--- src/rtl/neck_angle_filter_pkg.sv ---
// Shared constants for the neck-angle filter: sample width and alarm FSM encoding.
package neck_angle_filter_pkg;

    localparam int unsigned SampleW = 12;

    // Alarm FSM encoding
    localparam logic [1:0] StNormal  = 2'd0;
    localparam logic [1:0] StPendOn  = 2'd1;
    localparam logic [1:0] StAlarm   = 2'd2;
    localparam logic [1:0] StPendOff = 2'd3;

endpackage

--- src/rtl/neck_angle_filter_if.sv ---
// Sample bus from the ADC capture controller into the filter.
interface neck_angle_filter_if;
    import neck_angle_filter_pkg::*;

    logic                      adc_finish;
    logic signed [SampleW:0]   adc_data;

    modport master (output adc_finish, output adc_data);
    modport slave  (input  adc_finish, input  adc_data);

endinterface

--- src/rtl/neck_angle_filter_moving_avg_core.sv ---
// Moving-average core: ring buffer, running sum, warm-up counter and avg_valid pulse.
module moving_avg_core
    import neck_angle_filter_pkg::*;
#(
    parameter int unsigned AVG_LOG2 = 3
) (
    input  logic               clk,
    input  logic               rst,
    input  logic               i_en,
    input  logic               i_strobe,
    input  logic [SampleW-1:0] i_sample,
    output logic [SampleW-1:0] o_avg,
    output logic               o_valid
);

    localparam int unsigned DEPTH  = 1 << AVG_LOG2;
    localparam int unsigned SUM_W  = SampleW + AVG_LOG2;
    localparam int unsigned FILL_W = AVG_LOG2 + 1;

    logic [SampleW-1:0]  r_buf [DEPTH];
    logic [SUM_W-1:0]    r_sum;
    logic [AVG_LOG2-1:0] r_wr_ptr;
    logic [FILL_W-1:0]   r_fill;
    logic                r_acc;
    logic [SampleW-1:0]  r_avg;
    logic                r_valid;

    logic                w_full;
    logic [SUM_W-1:0]    w_sum_next;

    assign w_full     = (r_fill == FILL_W'(DEPTH));
    // Old entry is read before it is overwritten; sum stays non-negative since buffer resets to 0
    assign w_sum_next = r_sum + SUM_W'(i_sample) - SUM_W'(r_buf[r_wr_ptr]);

    // Ring-buffer write on accept, then register the average one cycle later
    always_ff @(posedge clk) begin
        if (rst) begin
            for (int unsigned i = 0; i < DEPTH; i++) begin
                r_buf[i] <= '0;
            end
            r_sum    <= '0;
            r_wr_ptr <= '0;
            r_fill   <= '0;
            r_acc    <= 1'b0;
            r_avg    <= '0;
            r_valid  <= 1'b0;
        end else if (i_en) begin
            r_acc   <= i_strobe;
            r_valid <= r_acc && w_full;
            if (r_acc && w_full) begin
                // Top SampleW bits of the sum == sum >> AVG_LOG2
                r_avg <= r_sum[SUM_W-1 -: SampleW];
            end
            if (i_strobe) begin
                r_buf[r_wr_ptr] <= i_sample;
                r_sum           <= w_sum_next;
                r_wr_ptr        <= r_wr_ptr + AVG_LOG2'(1);
                if (!w_full) begin
                    r_fill <= r_fill + FILL_W'(1);
                end
            end
        end else begin
            r_valid <= 1'b0;
        end
    end

    assign o_avg   = r_avg;
    assign o_valid = r_valid;

endmodule

--- src/rtl/neck_angle_filter.sv ---
// Per-channel posture filter: moving average followed by a hysteresis/debounce alarm FSM.
module neck_angle_filter
    import neck_angle_filter_pkg::*;
#(
    parameter int unsigned        AVG_LOG2 = 3,
    parameter logic [SampleW-1:0] TH_HIGH  = 12'd2500,
    parameter logic [SampleW-1:0] TH_LOW   = 12'd2300,
    parameter int unsigned        DEBOUNCE = 4
) (
    input  logic                 clk,
    input  logic                 rst,
    input  logic                 i_en,
    neck_angle_filter_if.slave   adc_if,
    output logic [SampleW-1:0]   o_avg_data,
    output logic                 o_avg_valid,
    output logic                 o_alarm,
    output logic                 o_alarm_rise
);

    localparam logic [3:0] DEB = 4'(DEBOUNCE);

    logic [SampleW-1:0] w_sample;
    logic               w_hi;
    logic               w_lo;
    logic [3:0]         w_cnt_inc;
    logic [1:0]         w_state_d;
    logic [3:0]         w_cnt_d;
    logic               w_alarm_d;

    logic [1:0]         r_state;
    logic [3:0]         r_cnt;
    logic               r_alarm;
    logic               r_alarm_rise;

    // Out-of-range samples (bit 12 set) clamp to zero
    assign w_sample = adc_if.adc_data[SampleW] ? '0 : adc_if.adc_data[SampleW-1:0];

    moving_avg_core #(
        .AVG_LOG2 (AVG_LOG2)
    ) u_core (
        .clk      (clk),
        .rst      (rst),
        .i_en     (i_en),
        .i_strobe (adc_if.adc_finish),
        .i_sample (w_sample),
        .o_avg    (o_avg_data),
        .o_valid  (o_avg_valid)
    );

    assign w_hi      = (o_avg_data >= TH_HIGH);
    assign w_lo      = (o_avg_data <= TH_LOW);
    assign w_cnt_inc = r_cnt + 4'd1;

    // Next-state logic: the FSM only advances on a fresh average
    always_comb begin
        w_state_d = r_state;
        w_cnt_d   = r_cnt;
        if (o_avg_valid) begin
            unique case (r_state)
                StNormal: begin
                    if (w_hi) begin
                        w_cnt_d   = (DEB == 4'd1) ? 4'd0 : 4'd1;
                        w_state_d = (DEB == 4'd1) ? StAlarm : StPendOn;
                    end
                end
                StPendOn: begin
                    if (!w_hi) begin
                        w_state_d = StNormal;
                        w_cnt_d   = 4'd0;
                    end else if (w_cnt_inc == DEB) begin
                        w_state_d = StAlarm;
                        w_cnt_d   = 4'd0;
                    end else begin
                        w_cnt_d = w_cnt_inc;
                    end
                end
                StAlarm: begin
                    if (w_lo) begin
                        w_cnt_d   = (DEB == 4'd1) ? 4'd0 : 4'd1;
                        w_state_d = (DEB == 4'd1) ? StNormal : StPendOff;
                    end
                end
                StPendOff: begin
                    if (!w_lo) begin
                        w_state_d = StAlarm;
                        w_cnt_d   = 4'd0;
                    end else if (w_cnt_inc == DEB) begin
                        w_state_d = StNormal;
                        w_cnt_d   = 4'd0;
                    end else begin
                        w_cnt_d = w_cnt_inc;
                    end
                end
                default: begin
                    w_state_d = StNormal;
                    w_cnt_d   = 4'd0;
                end
            endcase
        end
    end

    assign w_alarm_d = (w_state_d == StAlarm) || (w_state_d == StPendOff);

    // FSM state, alarm level and rise pulse; frozen while disabled
    always_ff @(posedge clk) begin
        if (rst) begin
            r_state      <= StNormal;
            r_cnt        <= 4'd0;
            r_alarm      <= 1'b0;
            r_alarm_rise <= 1'b0;
        end else if (i_en) begin
            r_state      <= w_state_d;
            r_cnt        <= w_cnt_d;
            r_alarm      <= w_alarm_d;
            r_alarm_rise <= w_alarm_d && !r_alarm;
        end else begin
            r_alarm_rise <= 1'b0;
        end
    end

    assign o_alarm      = r_alarm;
    assign o_alarm_rise = r_alarm_rise;

endmodule

--- src/flat_wrapper.sv ---
// flat-port wrapper written by rule: the top's interface ports become plain ports
module neck_angle_filter_flat import neck_angle_filter_pkg::*;
#(
    parameter int unsigned        AVG_LOG2 = 3,
    parameter logic [SampleW-1:0] TH_HIGH  = 12'd2500,
    parameter logic [SampleW-1:0] TH_LOW   = 12'd2300,
    parameter int unsigned        DEBOUNCE = 4
)
  (clk, rst, i_en, o_avg_data, o_avg_valid, o_alarm, o_alarm_rise, adc_if_adc_finish, adc_if_adc_data);
  neck_angle_filter_if adc_if_i ();
  input  logic clk;
  input  logic rst;
  input  logic i_en;
  output logic [SampleW-1:0] o_avg_data;
  output logic o_avg_valid;
  output logic o_alarm;
  output logic o_alarm_rise;
  input wire logic [$bits(adc_if_i.adc_finish)-1:0] adc_if_adc_finish;
  input wire logic [$bits(adc_if_i.adc_data)-1:0] adc_if_adc_data;
  assign adc_if_i.adc_finish = adc_if_adc_finish;
  assign adc_if_i.adc_data = adc_if_adc_data;
  neck_angle_filter #(.AVG_LOG2(AVG_LOG2), .TH_HIGH(TH_HIGH), .TH_LOW(TH_LOW), .DEBOUNCE(DEBOUNCE)) u_core (.clk(clk), .rst(rst), .i_en(i_en), .adc_if(adc_if_i), .o_avg_data(o_avg_data), .o_avg_valid(o_avg_valid), .o_alarm(o_alarm), .o_alarm_rise(o_alarm_rise));
endmodule
--- config.mk ---
export PLATFORM = sky130hd
export DESIGN_NAME = neck_angle_filter_flat
export DESIGN_NICKNAME = d
export VERILOG_FILES = /design/src/rtl/neck_angle_filter_pkg.sv /design/src/rtl/neck_angle_filter_if.sv /design/src/rtl/neck_angle_filter_moving_avg_core.sv /design/src/rtl/neck_angle_filter.sv /design/src/flat_wrapper.sv
export SDC_FILE = /design/constraint.sdc
export NUM_CORES = 1
export LEC_CHECK = 0
export BUFFER_PORTS_ARGS = -buffer_cell sky130_fd_sc_hd__buf_2
export CAP_MARGIN = 15
export CORE_ASPECT_RATIO = 1.5
export CORE_MARGIN = 5
export CORE_UTILIZATION = 56
export DETAILED_ROUTE_END_ITERATION = 16
export HOLD_SLACK_MARGIN = 0.02
export PLACE_DENSITY = 0.78
export SLEW_MARGIN = 20
export SYNTH_ARGS = -nofsm -noshare
export SYNTH_HDL_FRONTEND = slang
export SYNTH_HIERARCHICAL = 1
export SYNTH_SLANG_ARGS = --single-unit
--- constraint.sdc ---
create_clock -name clk -period 5.97 [get_ports clk]
set_input_delay 0.2985 -clock clk [delete_from_list [all_inputs] [get_ports clk]]
set_output_delay 0.2985 -clock clk [all_outputs]
set_load 0.01 [all_outputs]
======== Word level (Yosys, flattened, before mapping) ========
Memory sizes are Yosys's and may differ from the RTL's. A register that Yosys moved wholly into a read port is not among the register bits.
Cells that the tools add are included.
W data, S select, Z words.
word-level totals
  register bits ........................... 44
  bits in writable memories ............... 96
  input bits .............................. 17
  output and inout port bits .............. 15
  logic and storage cells ................. 66
  memories ................................ 1
cells by class
  $add $sub $neg .......................... 5
  $lt $le $gt $ge ......................... 2
  equality and inequality tests ........... 9
  mux-type cells .......................... 26
  bitwise logic cells ..................... 2
  reduce and logical (&&, ||, !) cells .... 11
memories
  memory               depth  width  read ports  clocked after memory_dff  wr ports  line                                     text
  u_core.u_core.r_buf  8      12     1           1                         8         neck_angle_filter_moving_avg_core.sv:20  logic [SampleW-1:0] r_buf [DEPTH];
operators by type and width
  cell                    count
  $mux W12                2
  $mux W4                 5
  $pmux W4 S4             1
  $add A15 B12 Y15        1
  $sub A15 B12 Y15        1
  $mux W2                 7
  $ge A12 B12 Y1 const B  1
  $le A12 B12 Y1 const B  1
  $reduce_or A12 Y1       1
  $mux W3                 3
  $add A4 B1 Y4 const B   2
  $eq A2 B2 Y1 const B    4
  $pmux W2 S4             1
  $mux W1                 7
  $eq A4 B3 Y1 const B    1
  $eq A4 B4 Y1 const B    1
  $ne A2 B1 Y1 const B    2
  $reduce_and A2 Y1       2
  $reduce_and A4 Y1       1
  $add A3 B1 Y3 const B   1
  $reduce_and A3 Y1       1
  $eq A2 B1 Y1 const B    1
  $logic_and A1 B1 Y1     2
  $logic_not A2 Y1        1
  other kinds (4)         5

======== Longest topological paths before layout ========
  word-level depth ........................ 9
  mapped depth ............................ 15
  gate-level depth less buffers ........... 13

======== Hierarchy ========
The synthesis kept the hierarchy.
modules (own cells, without submodules)
  module             times used  cells each  area an instance (µm²)  sequential area each (µm²)
  moving_avg_core    1           581         6786.5                  3663.5
  neck_angle_filter  1           87          673.1                   160.2

======== Worst setup path before layout ========
Ideal clock, no wire load.
  kind .................................... reg-to-reg
  from .................................... reg with a tool-made name
  to ...................................... reg u_core.u_core.r_sum[10]
  setup time .............................. 0.128 ns
  arrival ................................. 3.680 ns
  data required time ...................... 5.842 ns
  path slack .............................. 2.162 ns
  stages on the path, launching flop included .. 14
  buffers on the path ..................... 2
  period minus slack after synthesis ...... 3.808 ns
  cells stage by stage .................... dfxtp_1 > buf_2 > buf_2 > mux4_2 > mux2_2 > fa_1 > inv_1 > ha_1 > nor2b_4 > o21a_1 > a311o_2 > a221oi_4 > mux2i_1 > o31ai_1
RTL lines
  item                    line                                     text
  end signal: assignment  neck_angle_filter_moving_avg_core.sv:56  r_sum <= w_sum_next;
  end: declaration        neck_angle_filter_moving_avg_core.sv:21  logic [SUM_W-1:0] r_sum;

==> summary.md <==
| Metric | Value |
|---|---|
| Status | completed |
| Synthesized flop and latch total | 143 |
| Worst-path clk slew | 0.06 ns |
| I/O Pins | 32 |
| Final cell count without fillers | 859 |
| Routed Antenna Nets | 0 |
| Die Wd | 104 microns |
| DRT iter0 DRCs | 490 |
| Starting Density | 0.573 |
| Top cells by area, synth | edfxtp_1, dfxtp_1, mux4_2, nor4_1, ha_1 |
| Gate Count Post-Synth | between 600 and 700 |
| Root buf cell | clkbuf_16 |
| Port buffer count | 31 |
| Post-synth top area cell | edfxtp_1 |
| Ant diodes | 0 |
| Tightest Pin Transition | 1.08 ns |
| Per-cell routed wire length | 20.7 microns |
| Synth-to-Final Area Change | 12.2% |
| CTS sink cnt | around 140 |
| CTS max path bufs | 2 |
| Critical Path Sink Type | flip-flop |
| Grt ovf | 0 |
| F_max | 0.232 GHz |
| Tmin final | about 4.3 ns |
| Tot Pwr | 2.70 mW |
| TritonCTS clock tree | built |
| Largest net degree at the start of global routing | 53 |
| Most frequent CP cell | a21o_1 |
| Peak supply drop | 184 uV |
| Arr. time, crit path | 4.59 ns |
| First-pass GRT wire length | approximately 29 mm |
| Postcts setup bufs | 0 |
| GP Congestion | 0.863 |
| DIE HEIGHT | between 150 and 200 microns |
| Synth cell count leaders | edfxtp_1, nand2_1, nor4_1, dfxtp_1, inv_1 |
| RSZ-0062 raised after global routing | no |
| Max Cap Viol | 0 |
| Number of global-route vias before repair | 5675 |
| CP max stage cell | dfxtp_1 |
| Cell area after synthesis | between 0.007 and 0.008 sq mm |
| Total number of vias | 5497 |
| CP Cell Sequence | buf_4, mux4_2, mux2_2, fa_1, inv_1, ha_1, a21o_1, a21o_1, a221oi_4, mux2i_1, o31ai_1 |
| Final WL | roughly 18 mm |
| Number of synthesized flops with an enable pin | 96 |
| Synth top area share | 0.386 |
| Critical path class | flip-flop to flip-flop |
| Clock skew | 0.0160 ns |
| Post-detail-place hpwl | between 10 and 15 mm |
| Synth cell types | 62 |
| Syn avg cell area | 11.2 sq um |
| Final period utilization | 0.721 |
| Worst setup SP type | flip-flop |
| Syn nets | ~720 |
| CP max FO | 14 |
| Share of layout cells above drive strength 1 | 0.183 |
| Rel. slew slack | 0.278 |
| Most used DFF post-synth | edfxtp_1 |
| Placed Cells incl. Taps | slightly above 800 |
| Buf/Inv on CP | 2 |
| Slowest cell delay on critical path | 0.93 ns |
| Synth async-reset ratio | 0 |
| Fillers | 972 |
| GRT Util Overall | 0.234 |
| Hold_buf cts | 0 |
| Clock latency on the worst-skew pair | 0.42 ns |
| Initial antenna violation count | 0 |
| H-Tree Depth | 4 |
| Final Hold Fails | 0 |
| PD cells | 323 mW/mm^2 |
| CTS Buf Count | 17 |
| CTS resizes | 0 |
| Rows | roughly 50 |
| Die Footprint | 0.0158 sq mm |
| Nets | 736 |
| Sequential area share after synthesis | 0.513 |
| Core ar. | about 0.013 sq mm |
| Max-slew violation count | 0 |
| DRT Pass-1 Iters | 5 |
| Final Setup Violations | 0 |
| CP required | 6.25 ns |
| Number of vias per cell | 6.40 |
| CP top delay family | multiplexers |
| # DRC | 0 |
| Most frequent cell after synthesis | edfxtp_1 |
| Hold WC Path Type | input pin to flip-flop |
| LEAKAGE | 3.07 nW |
| Setup TNS | 0 ns |
| Synth Warn # | 6 |
-- cells in the final DEF, fill, tap and decap left out, drive strengths merged, types with 16 or more instances in the layout --
| cell type | count |
|---|---|
| nand2 | 57 |
| nor4 | 52 |
| clkinv | 18 |
| inv | 46 |
| nor2b | 16 |
| edfxtp | 96 |
| dfxtp | 47 |
| clkbuf | 24 |
| ha | 20 |
| buf | 49 |
| a21oi | 38 |
| nor2 | 18 |
| nor3 | 43 |
| and2 | 17 |
| mux4 | 24 |
-- final cells by class --
type                       instances  area, sq um  share of cell area
sequential                       143         3820               0.457
multi-input combinational        418         3240               0.388
clock buffer                      24          546              0.0652
timing repair buffer              49          290              0.0347
inverter                          58          218              0.0260
tap                              159          199              0.0238
clock inverter                     8         48.8             0.00583
-- worst reg2reg max path, cell delays in order (launching register included) --
cell	delay, ns
dfxtp_1	0.93
buf_4	0.39
mux4_2	0.52
mux2_2	0.29
fa_1	0.49
inv_1	0.05
ha_1	0.36
a21o_1	0.22
a21o_1	0.21
a221oi_4	0.40
mux2i_1	0.24
o31ai_1	0.09
-- path summary, 6_finish.rpt --
path                                startpoint                       to  slack [ns]  depth (start not counted)
worst max-delay path                 flip-flop  u_core/u_core/r_sum[10]        1.66                         11
worst min-delay path                      i_en      u_core/o_alarm_rise        0.23                          3
worst max register to register       flip-flop  u_core/u_core/r_sum[10]        1.66                         11
worst min register to register  u_core/o_alarm      u_core/o_alarm_rise        0.45                          1
-- logic make-up after synthesis --
family | count (synthesis) | share of synthesized area
adder cells (fa/ha/maj) | 32 | 0.0657
AND/OR/NAND/NOR | 241 | 0.174
multiplexers | 40 | 0.0959
AO/OA/AOI/OAI | 97 | 0.0876
XOR/XNOR | 8 | 0.00939
flip-flops | 143 | 0.513
buffers and inverters | 107 | 0.0547
-- layer usage --
| metal | global-route usage | vias up | part of all wire |
|---|---|---|---|
| met5 | 0 | - | 0 |
| met4 | 0.121 | 0 | 0.037 |
| met3 | 0.0439 | 52 | 0.060 |
| met2 | 0.434 | 241 | 0.54 |
| li1 | - | 2530 | - |
| met1 | 0.253 | 2674 | 0.36 |
-- per-stage QoR --
stage / setup WS, ns / util / hold slack, ns / cell area [sq um]
detailed placement: 1.62 / 0.597 / 0.449 / 7770
floorplan: 2.16 / - / 0.432 / 7460
global placement: 1.69 / 0.597 / 0.442 / 7770
finish: 1.66 / 0.643 / 0.229 / 8370
global route: 1.39 / 0.643 / 0.241 / 8370
CTS: 1.61 / 0.643 / 0.225 / 8370
-- sequential cells by signal, summed over array words and instances (netlist names), named ones only --
signal,cells
u_core/r_state,2
u_core/u_core/r_sum,15
u_core/u_core/o_avg,12
u_core/u_core/o_valid,1
u_core/u_core/r_wr_ptr,3
u_core/u_core/r_acc,1
u_core/u_core/r_buf,96
u_core/u_core/r_fill,4
u_core/o_alarm,1
u_core/o_alarm_rise,1
u_core/r_cnt,4
-- power breakdown --
| part | internal [mW] | total (mW) | switching [mW] |
|---|---|---|---|
| Clock | 0.636 | 1.03 | 0.392 |
| Sequential | 1.11 | 1.15 | 0.0426 |
| Combinational | 0.220 | 0.527 | 0.306 |
| Total | 1.96 | 2.70 | 0.741 |
Power figures use the tool's default switching activity.
